$ cat config.mk
export PLATFORM = sky130hd
export DESIGN_NAME = layer1_sequencer
export DESIGN_NICKNAME = d
export VERILOG_FILES = /design/src/rtl/layer1_sequencer.sv
export SDC_FILE = /design/constraint.sdc
export NUM_CORES = 1
export LEC_CHECK = 0
export ABC_CLOCK_PERIOD_IN_PS = 1700
export BUFFER_PORTS_ARGS = -buffer_cell sky130_fd_sc_hd__buf_2
export CORE_MARGIN = 4
export CORE_UTILIZATION = 43
export DETAILED_ROUTE_END_ITERATION = 10
export PLACE_DENSITY = 0.84
export SLEW_MARGIN = 20
export SYNTH_ARGS = -nofsm -noshare
export SYNTH_HDL_FRONTEND = slang
export SYNTH_SLANG_ARGS = --single-unit
$ cat constraint.sdc
create_clock -name clk -period 1.7 [get_ports clk]
set_clock_uncertainty 0.1 [all_clocks]
set_input_delay 0.085 -clock clk [delete_from_list [all_inputs] [get_ports clk]]
set_output_delay 0.085 -clock clk [all_outputs]
set_load 0.02 [all_outputs]
$ cat src/rtl/layer1_sequencer.sv
// Streams one image from the image buffer into the layer-1 MAC array:
// a bias-load cycle, NUM_PIXELS read/accumulate cycles, one drain cycle, then a done pulse.
module layer1_sequencer #(
    parameter int NUM_PIXELS = 784,
    parameter int PIX_W      = 8,
    parameter int ADDR_W     = 10
) (
    input  logic              clk,
    input  logic              rst,
    input  logic              start,
    input  logic              abort,
    output logic              busy,
    output logic              done,
    output logic              out_valid,
    output logic [ADDR_W-1:0] img_addr,
    output logic              img_rd_en,
    input  logic [PIX_W-1:0]  img_rdata,
    output logic              l1_rst,
    output logic [ADDR_W-1:0] l1_addr,
    output logic [PIX_W-1:0]  l1_pixel
);
    typedef enum logic [2:0] {S_IDLE, S_CLEAR, S_RUN, S_DRAIN, S_DONE} state_t;

    localparam logic [ADDR_W-1:0] LAST_ADDR = ADDR_W'(NUM_PIXELS - 1);

    state_t            state_q, state_d;
    logic              busy_q, busy_d;
    logic              done_q, done_d;
    logic              out_valid_q, out_valid_d;
    logic              img_rd_en_q, img_rd_en_d;
    logic              l1_rst_q, l1_rst_d;
    logic              pix_en_q, pix_en_d;
    logic [ADDR_W-1:0] img_addr_q, img_addr_d;
    logic [ADDR_W-1:0] l1_addr_q, l1_addr_d;

    always_comb begin
        state_d = state_q;
        case (state_q)
            S_IDLE:  if (start) state_d = S_CLEAR;
            S_CLEAR: state_d = S_RUN;
            S_RUN:   if (img_addr_q == LAST_ADDR) state_d = S_DRAIN;
            S_DRAIN: state_d = S_DONE;
            S_DONE:  state_d = S_IDLE;
            default: state_d = S_IDLE;
        endcase
        if (abort && (state_q == S_CLEAR || state_q == S_RUN || state_q == S_DRAIN))
            state_d = S_IDLE;

        // Outputs are registered from the next state so they line up with it.
        img_addr_d = '0;
        if (state_d == S_RUN && state_q == S_RUN)
            img_addr_d = img_addr_q + 1'b1;

        // Read data lags the address by one cycle, so the weight address does too.
        l1_addr_d   = (state_d == S_RUN || state_d == S_DRAIN) ? img_addr_q : '0;
        pix_en_d    = (state_d == S_RUN && state_q == S_RUN) || state_d == S_DRAIN;
        busy_d      = state_d == S_CLEAR || state_d == S_RUN || state_d == S_DRAIN;
        done_d      = state_d == S_DONE;
        img_rd_en_d = state_d == S_RUN;
        l1_rst_d    = state_d == S_CLEAR;

        out_valid_d = out_valid_q;
        if (state_d == S_DONE)
            out_valid_d = 1'b1;
        else if (state_d == S_CLEAR || busy_q)
            out_valid_d = 1'b0;
    end

    always_ff @(posedge clk or posedge rst) begin
        if (rst) begin
            state_q     <= S_IDLE;
            busy_q      <= 1'b0;
            done_q      <= 1'b0;
            out_valid_q <= 1'b0;
            img_rd_en_q <= 1'b0;
            l1_rst_q    <= 1'b0;
            pix_en_q    <= 1'b0;
            img_addr_q  <= '0;
            l1_addr_q   <= '0;
        end else begin
            state_q     <= state_d;
            busy_q      <= busy_d;
            done_q      <= done_d;
            out_valid_q <= out_valid_d;
            img_rd_en_q <= img_rd_en_d;
            l1_rst_q    <= l1_rst_d;
            pix_en_q    <= pix_en_d;
            img_addr_q  <= img_addr_d;
            l1_addr_q   <= l1_addr_d;
        end
    end

    assign busy      = busy_q;
    assign done      = done_q;
    assign out_valid = out_valid_q;
    assign img_rd_en = img_rd_en_q;
    assign l1_rst    = l1_rst_q;
    assign img_addr  = img_addr_q;
    assign l1_addr   = l1_addr_q;
    assign l1_pixel  = pix_en_q ? img_rdata : '0;

endmodule

# Word-level counts from Yosys, hierarchy flattened
# Cells that the tools add are included.
[totals]
in_bits = 12
reg_bits = 29
word_cells = 38
[op_classes]
n_addsub = 1
muxes = 9
reduce_logical = 11
n_eq_ne = 8
[ops]
columns = ["op", "count"]
rows = [
  ["$mux 10", 2],
  ["$eq 3x2->1 const B", 4],
  ["$pmux 3 s4", 1],
  ["$add 10x1->10 const B", 1],
  ["$eq 10x10->1 const B", 1],
  ["$mux 3", 3],
  ["$mux 8", 1],
  ["$logic_or 1x1->1", 7],
  ["$eq 3x1->1 const B", 2],
  ["$eq 3x3->1 const B", 1],
  ["$logic_not 3->1", 1],
  ["$logic_and 1x1->1", 2],
  ["$mux 1", 2],
  ["$reduce_bool 2->1", 1],
]

# Logic depth before layout (Yosys ltp)
# Gate-level depths: netlist of run 1.
[depth]
word_depth = 9
mapped_depth = 5
ltp_nobuf = 5

# Worst setup path before layout of run 1
# Ideal clock, no wire load.
[synth_timing]
kind = "flip-flop to flip-flop"
from = "reg img_addr_q[0], in the netlist img_addr[0]"
to = "reg img_addr_q[1], in the netlist img_addr[1]"
slack_ns = -0.048
path_stages_with_launch = 5
synth_period_minus_slack_ns = 1.748
t_arrival_ns = 1.529
setup_time_ns = 0.120
cell_sequence = "dfrtp_1 > ha_1 > nand3_2 > or4_1 > and3_1"
[synth_via]
elab_chain_len = 7
word_cells_on_any_way = 8
classes_between = "add/sub: 1; eq/ne: 2; mux: 4; reduce/logical: 1"
[synth_rtl]
columns = ["item", "line", "source"]
rows = [
  ["from (decl)", "33", "logic [ADDR_W-1:0] img_addr_q, img_addr_d;"],
  ["from (signal assigned)", "88", "img_addr_q <= img_addr_d;"],
  ["$eq 10x10->1", "41", "S_RUN: if (img_addr_q == LAST_ADDR) state_d = S_DRAIN;"],
  ["$mux 3", "41", ""],
  ["$pmux 3 s4", "38", "case (state_q)"],
  ["$mux 3", "46", "if (abort && (state_q == S_CLEAR || state_q == S_RUN || state_q == S_DRAIN))"],
  ["$eq 3x2->1", "51", "if (state_d == S_RUN && state_q == S_RUN)"],
  ["$logic_and 1x1->1", "51", ""],
  ["$mux 10 (*)", "51", ""],
  ["net img_addr_d[1]", "33", ""],
]
# Mark *: on every way through the listed nets, which the timed path passes. The rest lies on a longest branch.
# A chain may end at the register's enable or synchronous reset.

# Final worst setup path of run 1
[layout_timing]
from = "reg img_addr_q[1], in the netlist img_addr[1]"
to = "reg img_addr_q[1], in the netlist img_addr[1]"
# Same word-level chain as after synthesis.

==> impl_metrics.csv, run 1 <==
group,metric,value,unit
floorplanning,pin_count,45,
timing,fin_crit,1660,ps
grt,grt_max_degree,30,
cts,cts_tree,"built",
floorplanning,core,0.00276,mm^2
floorplanning,die_area,0.00379,mm^2
floorplanning,fp.dieH,61.6,um
pwr,power_leakage,0.884,nW
routing,finalWirelength,2760,um
synthesis,syn_avg_cell_area,11.5,um^2
grt,antenna_found_initial,0,
timing,slew_headroom,0.761,
routing,drtIter0Drc,18,
critical_path,reg2regPathDepth,4,
timing,worst_slew_pin_slew,359,ps
critical_path,r2r-end,"img_addr[1]$_DFF_PP0_",
timing,rsz0062_at_grt,"yes",
timing,hold_viol,0,
finish,num_antenna_cells,0,
synthesis,syn_area,0.00123,mm^2
critical_path,reg2reg_from,"img_addr[1]$_DFF_PP0_",
critical_path,worstPathArrival,1780,ps
critical_path,start_kind,"flop",
finish,nets,181,
cts,cts.clk_slew.worst_paths,90,ps
finish,final_cells,200,
floorplanning,die_x,61.6,um
critical_path,path_class,"flop to flop",
timing,clock.fmax,602,MHz
cts,cts_root_buf,"clkbuf_4",
critical_path,regToRegSetupSlack,40,ps
critical_path,max_stage_delay,530,ps
cts,clkSinkCount,29,
placed_design,place_ws,50.2,ps
critical_path,crit_chain,"ha_2 -> nand3_2 -> or4_1 -> and3_1",
outcome,status,"finished, final reports clean",
finish,finish.utilization,0.604,
floorplanning,start_util,0.447,
critical_path,startpoint,"img_addr[1]$_DFF_PP0_",
placed_design,hpwl,2140,um
placed_design,dp.cells,190,
routing,wl_per_cell,13.8,um
cts,cts_made_buffers,5,
synthesis,synth_warnings,0,
routing,ant_nets,0,
finish,fin_area,0.00167,mm^2
synthesis,synth_cell_types,37,
synthesis,synth_seq_cells,29,
routing,drt_first_pass_iters,4,
cts,insertion_delay,320,ps
placed_design,place_area,0.00156,mm^2
cts,clk_path_buf_depth,2,
synthesis,syn_inst,107,
pwr,pwr_density_cell,989,mW/mm^2
routing,vias,1059,
grt,grt_pass1_wl,4330,um
finish,area_growth_syn_to_layout,35.0,%
grt,grt-ovfl-total,0,
synthesis,synth.net_count,120,
pwr,irDropWorstVdd,793,uV
cts,htree_levels,2,
critical_path,cp-endpoint,"img_addr[1]$_DFF_PP0_",
job,cap_violations,0,
critical_path,cp-end-kind,"flop",
finish,fillers,227,
synthesis,synth.yosys.seq_area_share,0.588,
grt,grt_pass1_vias,1029,
min_path,hp-class,"input port to flop",
timing,fin_setup_tns,0,ps
floorplanning,row_count,19,
critical_path,crit_slowest_cell,"or4_1",
routing,drcViolationCount,0,
timing,period_share,0.977,
timing,setup_viol,0,
grt,track_usage,0.159,
placed_design,numPortBuffers,44,
timing,drv_slew,0,
cts,cts_setup_buffers,0,
critical_path,cp_max_fo,6,
timing,setup_slack,39.5,ps
critical_path,worstPathRequired,1820,ps
placed_design,place_congestion,0.850,
finish,drive_above_1_share,0.444,
routing,vias_per_cell,5.30,
-- state kept, by name, indices dropped and copies added, names as in the netlist --
name,cells
out_valid,1
l1_addr,10
pix_en_q,1
l1_rst,1
done,1
busy,1
img_rd_en,1
img_addr,10
state_q,3
-- metal layers --
metal	vias up	GRT usage	wire [um]
li1	497	-	-
met2	52	0.278	1390
met3	6	0.0713	342
met1	504	0.162	977
met4	0	0.0727	53
met5	-	0	0
-- where the power goes --
group | total, mW | switching (mW) | internal, mW
sequential | 0.782 | 0.0463 | 0.735
clock | 0.574 | 0.223 | 0.351
combinational | 0.292 | 0.163 | 0.129
total | 1.65 | 0.432 | 1.22
-- worst max-delay path: cells and delay by family, from the launching register on --
family,cells,cell delay [ps]
AND/OR/NAND/NOR,3,870
flip-flops,1,380
adder cells (fa/ha/maj),1,210
-- metrics by stage --
step	power [mW]	hold slack (ps)
after CTS	1.67	40.7
after global placement	1.08	62.9
after detailed placement	1.09	65.8
after global routing	1.73	64.2
after floorplan	0.957	56.0
final	1.65	43.4
-- timing repair --
action / 4_1_cts / 5_1_grt
hold buffers: 2 / 0
hold endpoints to repair: 31 / 0
gates resized for setup: 0 / 2
setup endpoints to repair: 0 / 2
-- cell families after synthesis --
group           Yosys count  share of synthesized area
buf+inv                   7                     0.0325
flops                    29                      0.588
compound gates           18                      0.100
simple gates             49                      0.247
xor+xnor                  3                     0.0213
fa+ha+maj                 1                     0.0101
-- cell usage in the layout, fill, tap and decap left out, types with 2 or more instances in the layout --
cell type / synthesis / final
dfrtp_1: 29 / 26
or4_1: 2 / 2
clkbuf_4: 0 / 5
nor2_1: 6 / 6
dlygate4sd3_1: 0 / 2
nand4_1: 2 / 2
xnor2_1: 2 / 2
dfrtp_2: 0 / 3
buf_4: 1 / 12
buf_2: 2 / 44
nand3_1: 2 / 2
o21ai_0: 3 / 3
or3_1: 3 / 3
inv_1: 2 / 2
and3_1: 3 / 3
and2_1: 16 / 16
o31ai_1: 2 / 2
a21oi_1: 6 / 6
nand2_1: 5 / 5
-- Yosys cell counts --
cell type | count | share of area
dfrtp_1 | 29 | 0.59
and2_1 | 16 | 0.081
a21oi_1 | 6 | 0.024
nor2_1 | 6 | 0.018
nand2_1 | 5 | 0.015
and3_1 | 3 | 0.015
o21ai_0 | 3 | 0.012
or3_1 | 3 | 0.015
buf_2 | 2 | 0.0081
inv_1 | 2 | 0.0061
nand3_1 | 2 | 0.0081
nand4_1 | 2 | 0.010
o31ai_1 | 2 | 0.012
or4_1 | 2 | 0.012
xnor2_1 | 2 | 0.014
a211o_1 | 1 | 0.0071
a311oi_1 | 1 | 0.0071
and2_2 | 1 | 0.0061
and3_2 | 1 | 0.0061
buf_4 | 1 | 0.0061
buf_6 | 1 | 0.0091
ha_1 | 1 | 0.010
inv_2 | 1 | 0.0030
nand3_2 | 1 | 0.0081
nand3b_1 | 1 | 0.0061
nand4bb_1 | 1 | 0.0091
nor3_2 | 1 | 0.0081
nor3b_1 | 1 | 0.0061
nor4_1 | 1 | 0.0051
nor4b_2 | 1 | 0.012
o211ai_1 | 1 | 0.0061
o21ai_1 | 1 | 0.0041
o21ba_2 | 1 | 0.0081
o21bai_1 | 1 | 0.0061
o41ai_2 | 1 | 0.013
or2_1 | 1 | 0.0051
xor2_1 | 1 | 0.0071
-- worst min-delay path by stage --
stage          startpoint                   end  slack [ps]  depth (start not counted)
3_5_place_dp          rst  l1_addr[3]$_DFF_PP0_          70                          3
6_report            start        busy$_DFF_PP0_          40                          4
4_1_cts             start        busy$_DFF_PP0_          40                          4
2_1_floorplan         rst        busy$_DFF_PP0_          60                          1
5_1_grt             start        busy$_DFF_PP0_          60                          4
3_3_place_gp          rst  l1_addr[1]$_DFF_PP0_          60                          3
-- cell type report --
cell class / count / area, um^2 / area share
clock buffers: 7 / 55.1 / 0.0331
clock inverters: 1 / 30.0 / 0.0180
inverters: 3 / 11.3 / 0.00676
multi-input cells: 71 / 470 / 0.282
flip-flops and latches: 29 / 729 / 0.438
well taps: 31 / 38.8 / 0.0233
repair buffers: 58 / 330 / 0.198
(Power assumes the default switching activity.)
==> run 2: changes to the inputs <==
ABC_AREA = 1   (was default)
BUFFER_PORTS_ARGS = -buffer_cell sky130_fd_sc_hd__buf_4   (was -buffer_cell sky130_fd_sc_hd__buf_2)
CORE_UTILIZATION = 44   (was 43)
REMOVE_ABC_BUFFERS = 1   (was default)
==> run 2 against run 1 <==
Critical path type unchanged. Utilization grew 2.8 points. Non-clock buffer count shrank 7. Critical endpoint is now img_addr[9]$_DFF_PP0_. Largest power group unchanged. Sequential power shrank 4.2%. Final area grew 7.3%. Critical path depth grew 3. First-iteration DRC count shrank 44%. Via count grew 5.3%. Synthesized cell count grew 37%.
==> impl_metrics.csv, run 2 <==
group,metric,value,unit
pwr,p_int,1.03,mW
synthesis,synthTopCellsByCount,"nand2_1, dfrtp_1, inv_1",
finish,layout_commonest_cell,"buf_4",
finish,final_cells,232,
synthesis,syn_avg_cell_area,9.03,um^2
pwr,p_clk_frac,0.287,
cts,clkSinkCount,29,
synthesis,synth_area_leaders,"dfrtp_1, nand2_1, inv_1",
timing,hold_viol,0,
critical_path,crit_chain,"ha_1 -> nand3_1 -> nor2_1 -> nand2_1 -> nand4_2 -> buf_4 -> nor3_1",
grt,grt_max_degree,30,
critical_path,max_stage_delay,430,ps
cts,htree_levels,2,
floorplanning,start_util,0.469,
routing,drcViolationCount,0,
cts,cts.clk_slew.worst_paths,90,ps
critical_path,path_class,"flop to flop",
cts,cts_made_buffers,5,
synthesis,yosys.area.top_type,"dfrtp_1",
pwr,fin_total_pwr,1.46,mW
timing,drv_slew,0,
floorplanning,core,0.00283,mm^2
cts,cts_root_buf,"clkbuf_4",
floorplanning,die_area,0.00396,mm^2
cts,clk_path_buf_depth,2,
critical_path,critPathBufInv,1,
floorplanning,row_count,19,
critical_path,worstPathArrival,1650,ps
grt,track_usage,0.167,
cts,insertion_delay,330,ps
grt,grt-ovfl-total,0,
synthesis,synth.yosys.seq_area_share,0.547,
timing,worst_slew_pin_slew,469,ps
pwr,switchingPower,0.431,mW
finish,fin_area,0.00179,mm^2
floorplanning,pin_count,45,
timing,fin_setup_tns,0,ps
synthesis,synth_cell_types,25,
critical_path,crit_slowest_cell,"dfrtp_1",
finish,layout_common_cells,"buf_4, nand2_1, dfrtp_1",
critical_path,cp-end-kind,"flop",
critical_path,start_kind,"flop",
synthesis,synth.most_common_cell,"nand2_1",
floorplanning,fp.dieH,62.9,um
synthesis,synth_warnings,0,
synthesis,synth_edf_count,0,
finish,fillers,253,
pwr,power_leakage,0.995,nW
synthesis,syn_inst,147,
routing,drt_first_pass_iters,4,
finish,area_growth_syn_to_layout,34.6,%
timing,setup_viol,0,
synthesis,syn_area,0.00133,mm^2
timing,fin_hold_ws,281,ps
outcome,status,"finished, final reports clean",
pwr,switching_share,0.295,
pwr,p_seq_frac,0.514,
finish,num_antenna_cells,0,
timing,slew_headroom,0.686,
finish,drive_above_1_share,0.363,
min_path,hp-class,"input port to async pin",
critical_path,cp_top_family,"simple AND/OR/NAND/NOR gates",
timing,clock.fmax,654,MHz
routing,ant_nets,0,
routing,vias,1115,
critical_path,worstPathRequired,1820,ps
finish,nets,214,
placed_design,hpwl,2060,um
synthesis,async_flop_share,1.00,
grt,grt_pass1_vias,1144,
pwr,pwr_density_cell,817,mW/mm^2
placed_design,place_area,0.00170,mm^2
synthesis,yosys.area.top_type_share,0.547,
placed_design,place_congestion,0.781,
pwr,pwr-share-comb,0.199,
routing,drtIter0Drc,10,
synthesis,synth_seq_cells,29,
timing,fin_crit,1530,ps
grt,grt_pass1_wl,5080,um
timing,period_share,0.900,
timing,rsz0062_at_grt,"no",
cts,cts_tree,"built",
placed_design,dp.cells,222,
critical_path,cp_max_fo,11,
routing,finalWirelength,2840,um
placed_design,numPortBuffers,44,
routing,wl_per_cell,12.2,um
routing,vias_per_cell,4.81,
grt,antenna_found_initial,0,
floorplanning,die_x,62.9,um
pwr,irDropWorstVdd,532,uV
job,cap_violations,0,
synthesis,yosys_most_used_dff,"dfrtp_1",
-- run 2: power by group through the flow --
stage	Combinational [mW]	Sequential (mW)	Clock, mW
2_1_floorplan	0.138	0.789	0
3_3_place_gp	0.284	0.763	0
3_5_place_dp	0.289	0.763	0
4_1_cts	0.294	0.749	0.441
5_1_grt	0.323	0.755	0.472
6_report	0.290	0.749	0.419
-- run 2: what timing repair did --
item | in CTS | in global routing
setup endpoints to repair | 0 | 0
endpoints found under the hold margin | 32 | 0
gates resized for setup | 0 | 0
hold buffers | 3 | 0
setup buffers | 0 | 0
-- run 2: path summary, 6_finish.rpt --
kind / from / to / slack [ps] / depth (start not counted)
setup / recovery: img_addr[1]$_DFF_PP0_ / img_addr[9]$_DFF_PP0_ / 170 / 7
min in group clk: img_rdata[1] / l1_pixel[1] / 350 / 4
hold reg to reg: out_valid$_DFFE_PP0P_ / out_valid$_DFFE_PP0P_ / 440 / 1
max in group asynchronous: rst / img_addr[4]$_DFF_PP0_ / 950 / 4
setup reg to reg: img_addr[1]$_DFF_PP0_ / img_addr[9]$_DFF_PP0_ / 170 / 7
hold / removal: rst / state_q[0]$_DFF_PP0_ / 280 / 4
-- run 2: per-layer routing --
| metal | global-route usage | vias up | part of all wire |
|---|---|---|---|
| met1 | 0.180 | 510 | 0.39 |
| met5 | 0 | - | 0 |
| met4 | 0.102 | 0 | 0.026 |
| met2 | 0.275 | 44 | 0.49 |
| met3 | 0.0629 | 8 | 0.096 |
| li1 | - | 553 | - |
-- run 2: through the flow --
stage	util	setup WS (ps)
2_1_floorplan	-	4.60
3_3_place_gp	0.602	262
3_5_place_dp	0.602	178
5_1_grt	0.632	27.4
6_report	0.632	171
4_1_cts	0.632	165
-- run 2: cell type report --
type	instances	area, um^2	area share
clock buffer	7	55.1	0.0308
inverter	30	113	0.0630
multi-input combinational	84	464	0.260
sequential	29	726	0.406
tap	31	38.8	0.0217
timing repair buffer	51	390	0.218
-- run 2: kinds of logic (layout without fill, tap and decap cells) --
| logic type | count (synthesis) | after routing | share of synthesized area |
|---|---|---|---|
| buffers and inverters | 34 | 88 | 0.104 |
| AND/OR/NAND/NOR | 75 | 75 | 0.296 |
| AO/OA/AOI/OAI | 4 | 4 | 0.0179 |
| adder cells (fa/ha/maj) | 1 | 1 | 0.00942 |
| flip-flops | 29 | 29 | 0.547 |
| XOR/XNOR | 4 | 4 | 0.0264 |
-- run 2: worst min-delay path: stages --
cell,delay (ps)
dlygate4sd3_1,540
buf_4,130
inv_1,40
buf_4,330
==> run 3: changes to the inputs <==
ABC_CLOCK_PERIOD_IN_PS = 1440   (was 1700)
CORE_UTILIZATION = 45   (was 44)
PLACE_DENSITY = 0.83   (was 0.84)
clock period = 1.44 ns   (was 1.7 ns; I/O delays follow)
==> run 3 against run 2 <==
Clock-buffer cell count unchanged. First-iteration DRC count up 100%. Non-clock buffer count up 8. Final area up 6.7%. Sequential power up 18%. Routed wire length up 16%. Combinational power up 38%. Maximum frequency up 7.1%. Clock power up 20%. Hold slack worse by 22 ps. Setup slack worse by 160 ps. Largest power group unchanged.
==> impl_metrics.csv, run 3 (synthesis results as in run 2) <==
group,metric,value,unit
cts,clkSinkCount,29,
placed_design,place_area,0.00175,mm^2
critical_path,cp-end-kind,"flop",
grt,grt-ovfl-total,0,
finish,multi_input_area,513,um^2
cts,htree_levels,2,
timing,fin_setup_tns,0,ps
floorplanning,pin_count,45,
floorplanning,fp.dieH,62.3,um
finish,finish.utilization,0.685,
critical_path,crit_slowest_cell,"dfrtp_1",
cts,cts.clk_slew.worst_paths,90,ps
finish,seq_area,728,um^2
finish,layout_commonest_cell,"buf_4",
job,cap_violations,0,
critical_path,worstPathRequired,1600,ps
floorplanning,start_util,0.477,
routing,vias_per_cell,4.80,
placed_design,numPortBuffers,44,
pwr,pwr_density_cell,938,mW/mm^2
min_path,hp-class,"input port to async pin",
grt,grt_pass1_vias,1274,
critical_path,crit_chain,"ha_4 -> nand3_2 -> nor2_1 -> nand2_1 -> nand4_4 -> buf_6 -> nor3_2",
routing,drcViolationCount,0,
finish,fillers,222,
finish,drive_above_1_share,0.426,
timing,drv_slew,0,
finish,nets,222,
cts,cts_made_buffers,5,
critical_path,max_stage_delay,430,ps
pwr,irDropWorstVdd,840,uV
floorplanning,die_x,62.3,um
grt,track_usage,0.178,
floorplanning,core,0.00278,mm^2
timing,setup_viol,0,
grt,grt_max_degree,30,
critical_path,path_class,"flop to flop",
routing,finalWirelength,3290,um
routing,wl_per_cell,13.7,um
critical_path,worstPathArrival,1590,ps
timing,rsz0062_at_grt,"yes",
outcome,status,"finished, final reports clean",
finish,fin_area,0.00191,mm^2
timing,hold_viol,0,
cts,insertion_delay,340,ps
timing,slew_headroom,0.756,
floorplanning,die_area,0.00388,mm^2
finish,layout_common_cells,"buf_4, nand2_1, inv_1",
routing,ant_nets,0,
placed_design,place_congestion,0.876,
routing,drt_first_pass_iters,6,
finish,area_growth_syn_to_layout,43.5,%
timing,fin_crit,1430,ps
cts,cts_tree,"built",
cts,cts_root_buf,"clkbuf_4",
timing,clock.fmax,700,MHz
routing,vias,1151,
grt,antenna_found_initial,0,
critical_path,start_kind,"flop",
routing,drtIter0Drc,20,
critical_path,reg2regPathDepth,7,
pwr,power_leakage,1.04,nW
timing,worst_slew_pin_slew,366,ps
finish,num_antenna_cells,0,
grt,grt_pass1_wl,5460,um
critical_path,cp_max_fo,5,
floorplanning,row_count,19,
timing,period_share,0.991,
cts,clk_path_buf_depth,2,
placed_design,hpwl,2400,um
run 3: cell count changes in the layout (fill, tap and decap cells not counted), moves of 2 or more:
cell,previous run,this run
nor2_1,18,16
buf_4,48,54
buf_6,0,2
dfrtp_2,0,2
dfrtp_1,29,27
run 3: final timing paths:
path | start | slack (ps) | to
min | rst | 260 | img_addr[8]$_DFF_PP0_
min reg2reg | state_q[2]$_DFF_PP0_ | 440 | done$_DFF_PP0_
max in group asynchronous | rst | 680 | img_addr[2]$_DFF_PP0_
max | img_addr[0]$_DFF_PP0_ | 10 | img_addr[2]$_DFF_PP0_
max reg2reg | img_addr[0]$_DFF_PP0_ | 10 | img_addr[2]$_DFF_PP0_
min in group clk | img_rdata[3] | 330 | l1_pixel[3]
run 3: routing by layer:
layer  wire, um  share of wire  vias up  GRT usage
met4        101          0.031        0      0.119
li1           -              -      572          -
met3        253          0.077       10     0.0631
met1       1270           0.39      523      0.185
met2       1670           0.51       46      0.298
met5          0              0        -          0
run 3: per-stage QoR:
stage          worst slack (ps)  hold slack, ps  total power, mW  instances
2_1_floorplan              -255            42.8             1.09        143
3_3_place_gp               70.5            64.6             1.25        228
3_5_place_dp              -33.2            69.6             1.27        228
4_1_cts                    6.74             256             1.79        239
5_1_grt                   -57.0             297             1.87        240
6_report                   12.4             259             1.79        240
run 3: cell type report:
type / count / area share
flip-flops and latches: 29 / 0.382
inverters: 30 / 0.0591
multi-input cells: 84 / 0.269
well taps: 31 / 0.0204
clock buffers: 7 / 0.0289
repair buffers: 59 / 0.240
run 3: critical path, delay by kind of cell, from the launching register on:
family	cells	cell delay, ps
buffers and inverters	1	170
adders and majority gates	1	190
DFF	1	430
and+or+nand+nor	5	450
run 3: timing repair:
action,4_1_cts,5_1_grt
hold endpoints to repair,33,0
buffers inserted,1,1
gates cloned,0,0
hold buffers,3,0
gates resized for setup,4,10
setup endpoints to repair,9,20
pin swaps,2,3
run 3: where the power goes:
part | total (mW) | leakage, nW | switching, mW | internal, mW
clock network | 0.502 | 0.0314 | 0.272 | 0.230
logic | 0.399 | 0.614 | 0.239 | 0.160
registers | 0.887 | 0.396 | 0.0329 | 0.854
